### src/rtl/calc_op_sequencer_if.sv
// calc_op_sequencer_if
// Request/response handshake between the calculator sequencer and the shared
// multi-cycle arithmetic unit.
//   alu_start  : one-cycle request pulse (sequencer -> ALU)
//   alu_op     : 0 add, 1 sub, 2 mul, 3 div
//   alu_a/b    : binary operands 0..99, stable while a request is outstanding
//   alu_done   : one-cycle completion pulse (ALU -> sequencer)
//   alu_result : result magnitude, valid with alu_done
//   alu_neg    : result sign, valid with alu_done
interface calc_op_sequencer_if;
  logic        alu_start;
  logic [1:0]  alu_op;
  logic [6:0]  alu_a;
  logic [6:0]  alu_b;
  logic        alu_done;
  logic [13:0] alu_result;
  logic        alu_neg;

  modport master (
    output alu_start, alu_op, alu_a, alu_b,
    input  alu_done, alu_result, alu_neg
  );

  modport slave (
    input  alu_start, alu_op, alu_a, alu_b,
    output alu_done, alu_result, alu_neg
  );
endinterface

### src/rtl/calc_op_sequencer.sv
// calc_op_sequencer
// Turns switch rising edges into calculator commands, holds two 2-digit BCD
// operands, issues one ALU request at a time and converts the binary result to
// four display digits with a one-bit-per-cycle double-dabble pass.
//   clk, reset      : clock, synchronous active-high reset
//   sw[8:0]         : switch levels; rising edge = command (sw[8] highest priority)
//   alu             : ALU handshake (master side)
//   digit3..digit0  : display digits, digit3 = MSD; 4'hF minus, 4'hE error glyph
//   dot             : 1 operand view, 0 result view
//   busy            : request in flight or conversion running
//   err             : sticky error until the next accepted command
//
// state  | meaning
// IDLE   | waiting for a command edge
// ISSUE  | alu_start high for this single cycle
// WAIT   | waiting for alu_done, timeout counter running
// CONV   | 14 double-dabble iterations on the captured result
module calc_op_sequencer #(
  parameter int unsigned ALU_TIMEOUT = 255
) (
  input  logic       clk,
  input  logic       reset,
  input  logic [8:0] sw,
  calc_op_sequencer_if.master alu,
  output logic [3:0] digit3,
  output logic [3:0] digit2,
  output logic [3:0] digit1,
  output logic [3:0] digit0,
  output logic       dot,
  output logic       busy,
  output logic       err
);

  typedef enum logic [1:0] {S_IDLE, S_ISSUE, S_WAIT, S_CONV} state_t;

  localparam logic [15:0] ERR_GLYPH = 16'hEEEE;

  state_t      state_q, state_d;
  logic [8:0]  sw_q, sw_d;
  logic [3:0]  a_t_q, a_t_d, a_u_q, a_u_d, b_t_q, b_t_d, b_u_q, b_u_d;
  logic [1:0]  op_q, op_d;
  logic [6:0]  alu_a_q, alu_a_d, alu_b_q, alu_b_d;
  logic        start_q, start_d;
  logic [15:0] cnt_q, cnt_d;
  logic [13:0] bin_q, bin_d;
  logic [15:0] bcd_q, bcd_d;
  logic [3:0]  iter_q, iter_d;
  logic        neg_q, neg_d, ovf_q, ovf_d;
  logic [15:0] dig_q, dig_d;
  logic        dot_q, dot_d, err_q, err_d;

  logic [8:0]  rise;
  logic [15:0] bcd_adj, bcd_sh;
  logic [6:0]  a_val, b_val;
  logic        view;

  function automatic logic [3:0] inc_bcd(input logic [3:0] v);
    return (v == 4'd9) ? 4'd0 : v + 4'd1;
  endfunction

  always_comb begin
    state_d = state_q;
    sw_d    = sw;
    a_t_d   = a_t_q;
    a_u_d   = a_u_q;
    b_t_d   = b_t_q;
    b_u_d   = b_u_q;
    op_d    = op_q;
    alu_a_d = alu_a_q;
    alu_b_d = alu_b_q;
    start_d = 1'b0;
    cnt_d   = cnt_q;
    bin_d   = bin_q;
    bcd_d   = bcd_q;
    iter_d  = iter_q;
    neg_d   = neg_q;
    ovf_d   = ovf_q;
    dig_d   = dig_q;
    dot_d   = dot_q;
    err_d   = err_q;
    view    = 1'b0;

    rise  = sw & ~sw_q;
    a_val = 7'(a_t_q) * 7'd10 + 7'(a_u_q);
    b_val = 7'(b_t_q) * 7'd10 + 7'(b_u_q);

    // add-3 correction on every nibble >= 5, then shift one binary bit in
    bcd_adj = bcd_q;
    for (int i = 0; i < 4; i++) begin
      if (bcd_q[4*i +: 4] >= 4'd5) bcd_adj[4*i +: 4] = bcd_q[4*i +: 4] + 4'd3;
    end
    bcd_sh = {bcd_adj[14:0], bin_q[13]};

    case (state_q)
      S_IDLE: begin
        if (rise[8])      begin a_t_d = inc_bcd(a_t_q); view = 1'b1; end
        else if (rise[7]) begin a_u_d = inc_bcd(a_u_q); view = 1'b1; end
        else if (rise[6]) begin b_t_d = inc_bcd(b_t_q); view = 1'b1; end
        else if (rise[5]) begin b_u_d = inc_bcd(b_u_q); view = 1'b1; end
        else if (|rise[4:1]) begin
          if (rise[1] && !(|rise[4:2]) && b_val == 7'd0) begin
            dig_d = ERR_GLYPH;
            dot_d = 1'b0;
            err_d = 1'b1;
          end else begin
            op_d    = rise[4] ? 2'd0 : rise[3] ? 2'd1 : rise[2] ? 2'd2 : 2'd3;
            alu_a_d = a_val;
            alu_b_d = b_val;
            err_d   = 1'b0;
            start_d = 1'b1;
            state_d = S_ISSUE;
          end
        end
        else if (rise[0]) view = 1'b1;

        if (view) begin
          dig_d = {a_t_d, a_u_d, b_t_d, b_u_d};
          dot_d = 1'b1;
          err_d = 1'b0;
        end
      end
      S_ISSUE: begin
        cnt_d   = 16'(ALU_TIMEOUT - 1);
        state_d = S_WAIT;
      end
      S_WAIT: begin
        if (alu.alu_done) begin
          bin_d   = alu.alu_result;
          bcd_d   = 16'd0;
          iter_d  = 4'd0;
          neg_d   = alu.alu_neg;
          ovf_d   = alu.alu_result > 14'd9999;
          state_d = S_CONV;
        end else if (cnt_q == 16'd0) begin
          dig_d   = ERR_GLYPH;
          dot_d   = 1'b0;
          err_d   = 1'b1;
          state_d = S_IDLE;
        end else begin
          cnt_d = cnt_q - 16'd1;
        end
      end
      S_CONV: begin
        bcd_d  = bcd_sh;
        bin_d  = {bin_q[12:0], 1'b0};
        iter_d = iter_q + 4'd1;
        if (iter_q == 4'd13) begin
          dot_d   = 1'b0;
          state_d = S_IDLE;
          if (ovf_q) begin
            dig_d = ERR_GLYPH;
            err_d = 1'b1;
          end else if (neg_q) begin
            dig_d = {4'hF, bcd_sh[11:0]};
          end else begin
            dig_d = bcd_sh;
          end
        end
      end
      default: state_d = S_IDLE;
    endcase
  end

  always_ff @(posedge clk) begin
    if (reset) begin
      state_q <= S_IDLE;
      sw_q    <= 9'h1FF;
      a_t_q   <= 4'd0;
      a_u_q   <= 4'd0;
      b_t_q   <= 4'd0;
      b_u_q   <= 4'd0;
      op_q    <= 2'd0;
      alu_a_q <= 7'd0;
      alu_b_q <= 7'd0;
      start_q <= 1'b0;
      cnt_q   <= 16'd0;
      bin_q   <= 14'd0;
      bcd_q   <= 16'd0;
      iter_q  <= 4'd0;
      neg_q   <= 1'b0;
      ovf_q   <= 1'b0;
      dig_q   <= 16'd0;
      dot_q   <= 1'b1;
      err_q   <= 1'b0;
    end else begin
      state_q <= state_d;
      sw_q    <= sw_d;
      a_t_q   <= a_t_d;
      a_u_q   <= a_u_d;
      b_t_q   <= b_t_d;
      b_u_q   <= b_u_d;
      op_q    <= op_d;
      alu_a_q <= alu_a_d;
      alu_b_q <= alu_b_d;
      start_q <= start_d;
      cnt_q   <= cnt_d;
      bin_q   <= bin_d;
      bcd_q   <= bcd_d;
      iter_q  <= iter_d;
      neg_q   <= neg_d;
      ovf_q   <= ovf_d;
      dig_q   <= dig_d;
      dot_q   <= dot_d;
      err_q   <= err_d;
    end
  end

  assign alu.alu_start = start_q;
  assign alu.alu_op    = op_q;
  assign alu.alu_a     = alu_a_q;
  assign alu.alu_b     = alu_b_q;
  assign digit3 = dig_q[15:12];
  assign digit2 = dig_q[11:8];
  assign digit1 = dig_q[7:4];
  assign digit0 = dig_q[3:0];
  assign dot    = dot_q;
  assign err    = err_q;
  assign busy   = (state_q != S_IDLE);

endmodule

### src/flat_wrapper.sv
// flat-port wrapper written by rule: the top's interface ports become plain ports
module calc_op_sequencer_flat 
#(
  parameter int unsigned ALU_TIMEOUT = 255
)
  (clk, reset, sw, digit3, digit2, digit1, digit0, dot, busy, err, alu_alu_start, alu_alu_op, alu_alu_a, alu_alu_b, alu_alu_done, alu_alu_result, alu_alu_neg);
  calc_op_sequencer_if alu_i ();
  input  logic clk;
  input  logic reset;
  input  logic [8:0] sw;
  output logic [3:0] digit3;
  output logic [3:0] digit2;
  output logic [3:0] digit1;
  output logic [3:0] digit0;
  output logic dot;
  output logic busy;
  output logic err;
  output wire logic [$bits(alu_i.alu_start)-1:0] alu_alu_start;
  output wire logic [$bits(alu_i.alu_op)-1:0] alu_alu_op;
  output wire logic [$bits(alu_i.alu_a)-1:0] alu_alu_a;
  output wire logic [$bits(alu_i.alu_b)-1:0] alu_alu_b;
  input wire logic [$bits(alu_i.alu_done)-1:0] alu_alu_done;
  input wire logic [$bits(alu_i.alu_result)-1:0] alu_alu_result;
  input wire logic [$bits(alu_i.alu_neg)-1:0] alu_alu_neg;
  assign alu_alu_start = alu_i.alu_start;
  assign alu_alu_op = alu_i.alu_op;
  assign alu_alu_a = alu_i.alu_a;
  assign alu_alu_b = alu_i.alu_b;
  assign alu_i.alu_done = alu_alu_done;
  assign alu_i.alu_result = alu_alu_result;
  assign alu_i.alu_neg = alu_alu_neg;
  calc_op_sequencer #(.ALU_TIMEOUT(ALU_TIMEOUT)) u_core (.clk(clk), .reset(reset), .sw(sw), .alu(alu_i), .digit3(digit3), .digit2(digit2), .digit1(digit1), .digit0(digit0), .dot(dot), .busy(busy), .err(err));
endmodule
### config.mk
export PLATFORM = sky130hd
export DESIGN_NAME = calc_op_sequencer_flat
export DESIGN_NICKNAME = d
export VERILOG_FILES = /design/src/rtl/calc_op_sequencer_if.sv /design/src/rtl/calc_op_sequencer.sv /design/src/flat_wrapper.sv
export SDC_FILE = /design/constraint.sdc
export NUM_CORES = 1
export LEC_CHECK = 0
export ABC_AREA = 1
export BUFFER_PORTS_ARGS = -buffer_cell sky130_fd_sc_hd__buf_2
export CAP_MARGIN = 5
export CORE_MARGIN = 2
export CORE_UTILIZATION = 55
export CTS_BUF_LIST = sky130_fd_sc_hd__clkbuf_2 sky130_fd_sc_hd__clkbuf_4 sky130_fd_sc_hd__clkbuf_8
export DETAILED_ROUTE_END_ITERATION = 10
export PLACE_DENSITY = 0.84
export SKIP_CTS_REPAIR_TIMING = 1
export SLEW_MARGIN = 20
export SYNTH_ARGS = -nofsm -noshare
export SYNTH_HDL_FRONTEND = slang
export SYNTH_SLANG_ARGS = --single-unit
### constraint.sdc
create_clock -name clk -period 2.2 [get_ports clk]
set_input_delay 0.11 -clock clk [delete_from_list [all_inputs] [get_ports clk]]
set_output_delay 0.11 -clock clk [all_outputs]
set_load 0.1 [all_outputs]
==> metrics.txt <==
worst rel slew slack=0.345; CORE AREA=11300 um2; Bufs and invs on worst path=2; Initial Util=0.560; largest net degree at the start of global routing=58; Final Routed Wirelength=16500 um; clock net sink count=114; CP Launch Type=register; global route overflow=0; CTS H-Tree Depth=4; final setup margin=-0.309 ns; average wire per standard cell=13.9 um; # IOs=63; required time of the critical path=2.54 ns; Final Max Slew Viols=0; Crit. End Element=register; # DRC=0; Async SR Flop Fraction=0; max_cap viols=0; Post-synth top flop=dfxtp_1; WL met2=7980 um; most frequent cell after synthesis=nand2_1; Seq/Total Area, Yosys=0.360; syn nets=975; fillers=899; Finished Layout Cells=1190; net switching power=5.96 mW; Routed met1 length=7270 um; clk buf depth=2; vias in the first global route=5629; Flop pwr share=0.254; Yosys warnings=0; static leakage=3.62 nW; Worst Skew=0.00889 ns; Clock Pin Slew Worst Setup and Hold Paths=0.07 ns; peak fanout along the critical path=9; gpl congestion=0.876; DIE WIDTH=111 um; RSZ-0062 raised after global routing=yes; layout cell share with drive strength beyond 1=0.208; Tcrit/Tclk final=1.14; Worst VDD drop=1.26 mV; # rows=39; Top delay family on crit path=adder cells; Avg Inst Size Synth=6.90 um2; Syn Inst Count=920; data arrival time of the critical path=2.85 ns; FMAX=0.399 GHz; DR vias=6405; Critical Path, Cell by Cell=ha_4 > ha_4 > fa_2 > nand2_2 > inv_2 > nand2_1 > nand3_1 > nand2_2 > nand3_4 > nand2_8 > clkbuf_16 > a21oi_1 > nor2_1; combinational share of power=0.572; final hold vios=0; Layout Nets=1089; largest cells by area after synthesis=dfxtp_1 (36%), nand2_1 (14%), a21oi_1 (6.9%); Inserted Clock Buffers=17; footprint of the multi-input gates=3690 um2; Synth top area share=0.360; Post-synth EDFFs=0; Sw Ratio=0.497; Final Power=12.0 mW; metal3 WL=978 um; final setup fails=36; failing checks=setup timing; Cell Area, Synth=6340 um2; CP max stage cell=fa_2; DR vias/cell=5.38; IO Port Bufs=62; Clock Power Share=0.174; synth unique cells=37; status=finished, violations left; Total GRT Usage=0.253; initial antenna violation count=0; DRT iter0 DRCs=461; Layout area overhead=25.0%; Reg area=2290 um2; critical path class=register to register; Pre-Repair DR Iteration Count=6; Die H=111 um; largest stage delay on the critical path=0.56 ns; clk_lat worst skew=0.45 ns; die area=12400 um2; Routed Antenna Nets=0; Final HPWL DP=10700 um; Tmin final=2.51 ns; Hold Path Class=input pin to register; top routing layer used=met4; most frequent cells after synthesis=nand2_1 (234), dfxtp_1 (114), inv_1 (94); placed cells=1123; Yosys reg bits=114; Pwr Density=1510 nW/um2; CTS tree=done; global-route wire length before repair=25800 um; Worst Tran Pin Value=0.981 ns; cell taking the most area after synthesis=dfxtp_1; internal power=6.03 mW; diodes inserted=0; Root Buffer=clkbuf_8
-- metal layers --
layer | vias up | track usage
met5 | - | 0
met4 | 0 | 0.0815
met3 | 31 | 0.0642
met2 | 182 | 0.418
met1 | 2965 | 0.327
li1 | 3227 | -
-- power groups by stage --
stage | combinational (mW) | clock, mW | sequential, mW
floorplan | 3.70 | 0 | 4.31
detailed placement | 6.20 | 0 | 3.06
CTS | 6.26 | 2.10 | 3.03
finish | 6.86 | 2.08 | 3.04
global route | 7.49 | 2.20 | 3.12
global placement | 6.09 | 0 | 3.05
-- worst register-to-register path: cells and delay by family (launching register included) --
kind                       cells  cell delay [ns]
AOI/OAI and AO/OA              1             0.16
adders and majority gates      3             0.95
buffers and inverters          2             0.25
and+or+nand+nor                7             0.70
DFF                            1             0.35
-- cells by family (layout without fill, tap and decap cells) --
| family | count (synthesis) | in the layout | share of synthesized area |
|---|---|---|---|
| buffers and inverters | 133 | 258 | 0.0911 |
| AOI/OAI and AO/OA | 173 | 173 | 0.145 |
| and+or+nand+nor | 450 | 452 | 0.314 |
| adders and majority gates | 28 | 28 | 0.0599 |
| DFF | 114 | 114 | 0.360 |
| xor gates and xnor gates | 22 | 22 | 0.0304 |
-- final timing paths --
path	startpoint	end	slack (ns)	cells past startpoint
worst min register to register	u_core.alu.alu_a[0]$_SDFFE_PP0P_	u_core.alu.alu_a[0]$_SDFFE_PP0P_	0.46	2
worst max register to register	u_core.b_t_q[3]$_SDFFE_PP0N_	u_core.dig_q[8]$_SDFFE_PP0P_	-0.31	13
worst max-delay path	u_core.b_t_q[3]$_SDFFE_PP0N_	u_core.dig_q[8]$_SDFFE_PP0P_	-0.31	13
worst min-delay path	sw[4]	u_core.alu.alu_op[0]$_SDFFE_PP0P_	0.008	4
-- registers in the layout, summed over array words and instances, names as in the netlist --
name	flops
u_core.bin_q	14
u_core.dot	1
u_core.alu.alu_op	2
u_core.sw_q	9
u_core.alu.alu_start	1
u_core.cnt_q	16
u_core.iter_q	4
u_core.b_u_q	4
u_core.a_t_q	4
u_core.state_q	2
u_core.bcd_q	16
u_core.dig_q	16
u_core.ovf_q	1
u_core.err	1
u_core.a_u_q	4
u_core.neg_q	1
u_core.alu.alu_a	7
u_core.alu.alu_b	7
u_core.b_t_q	4
-- final cells by class --
cell class / instances / area share
inverters: 98 / 0.0467
clock inverters: 8 / 0.0125
multi-input cells: 675 / 0.466
flip-flops and latches: 114 / 0.289
clock buffers: 24 / 0.0409
well taps: 143 / 0.0226
repair buffers: 128 / 0.123
-- cells in the final DEF (no fill, tap or decap), types with 17 or more instances in the layout --
cell type / count
nand2_2: 17
dfxtp_1: 112
xor2_1: 17
a21oi_1: 79
buf_4: 33
nor2_1: 90
clkbuf_8: 23
nand3_1: 47
dlygate4sd3_1: 24
nand2_1: 224
buf_2: 62
o21ai_0: 55
ha_1: 21
nand4_1: 19
inv_1: 93
-- stage by stage --
step           hold WS [ns]  worst slack, ns   util  cell area [um2]  setup TNS (ns)
6_report            0.00752           -0.309  0.700             7930           -9.32
5_1_grt              0.0157           -0.405  0.700             7930          -12.79
4_1_cts              -0.168           -0.256  0.653             7400           -6.46
3_5_place_dp          0.304           -0.238  0.616             6970           -5.96
3_3_place_gp          0.297           -0.145  0.616             6970           -3.27
2_1_floorplan         0.206          -0.0350      -             6420          -0.722
Note: power is estimated with default switching activity, not from simulation.
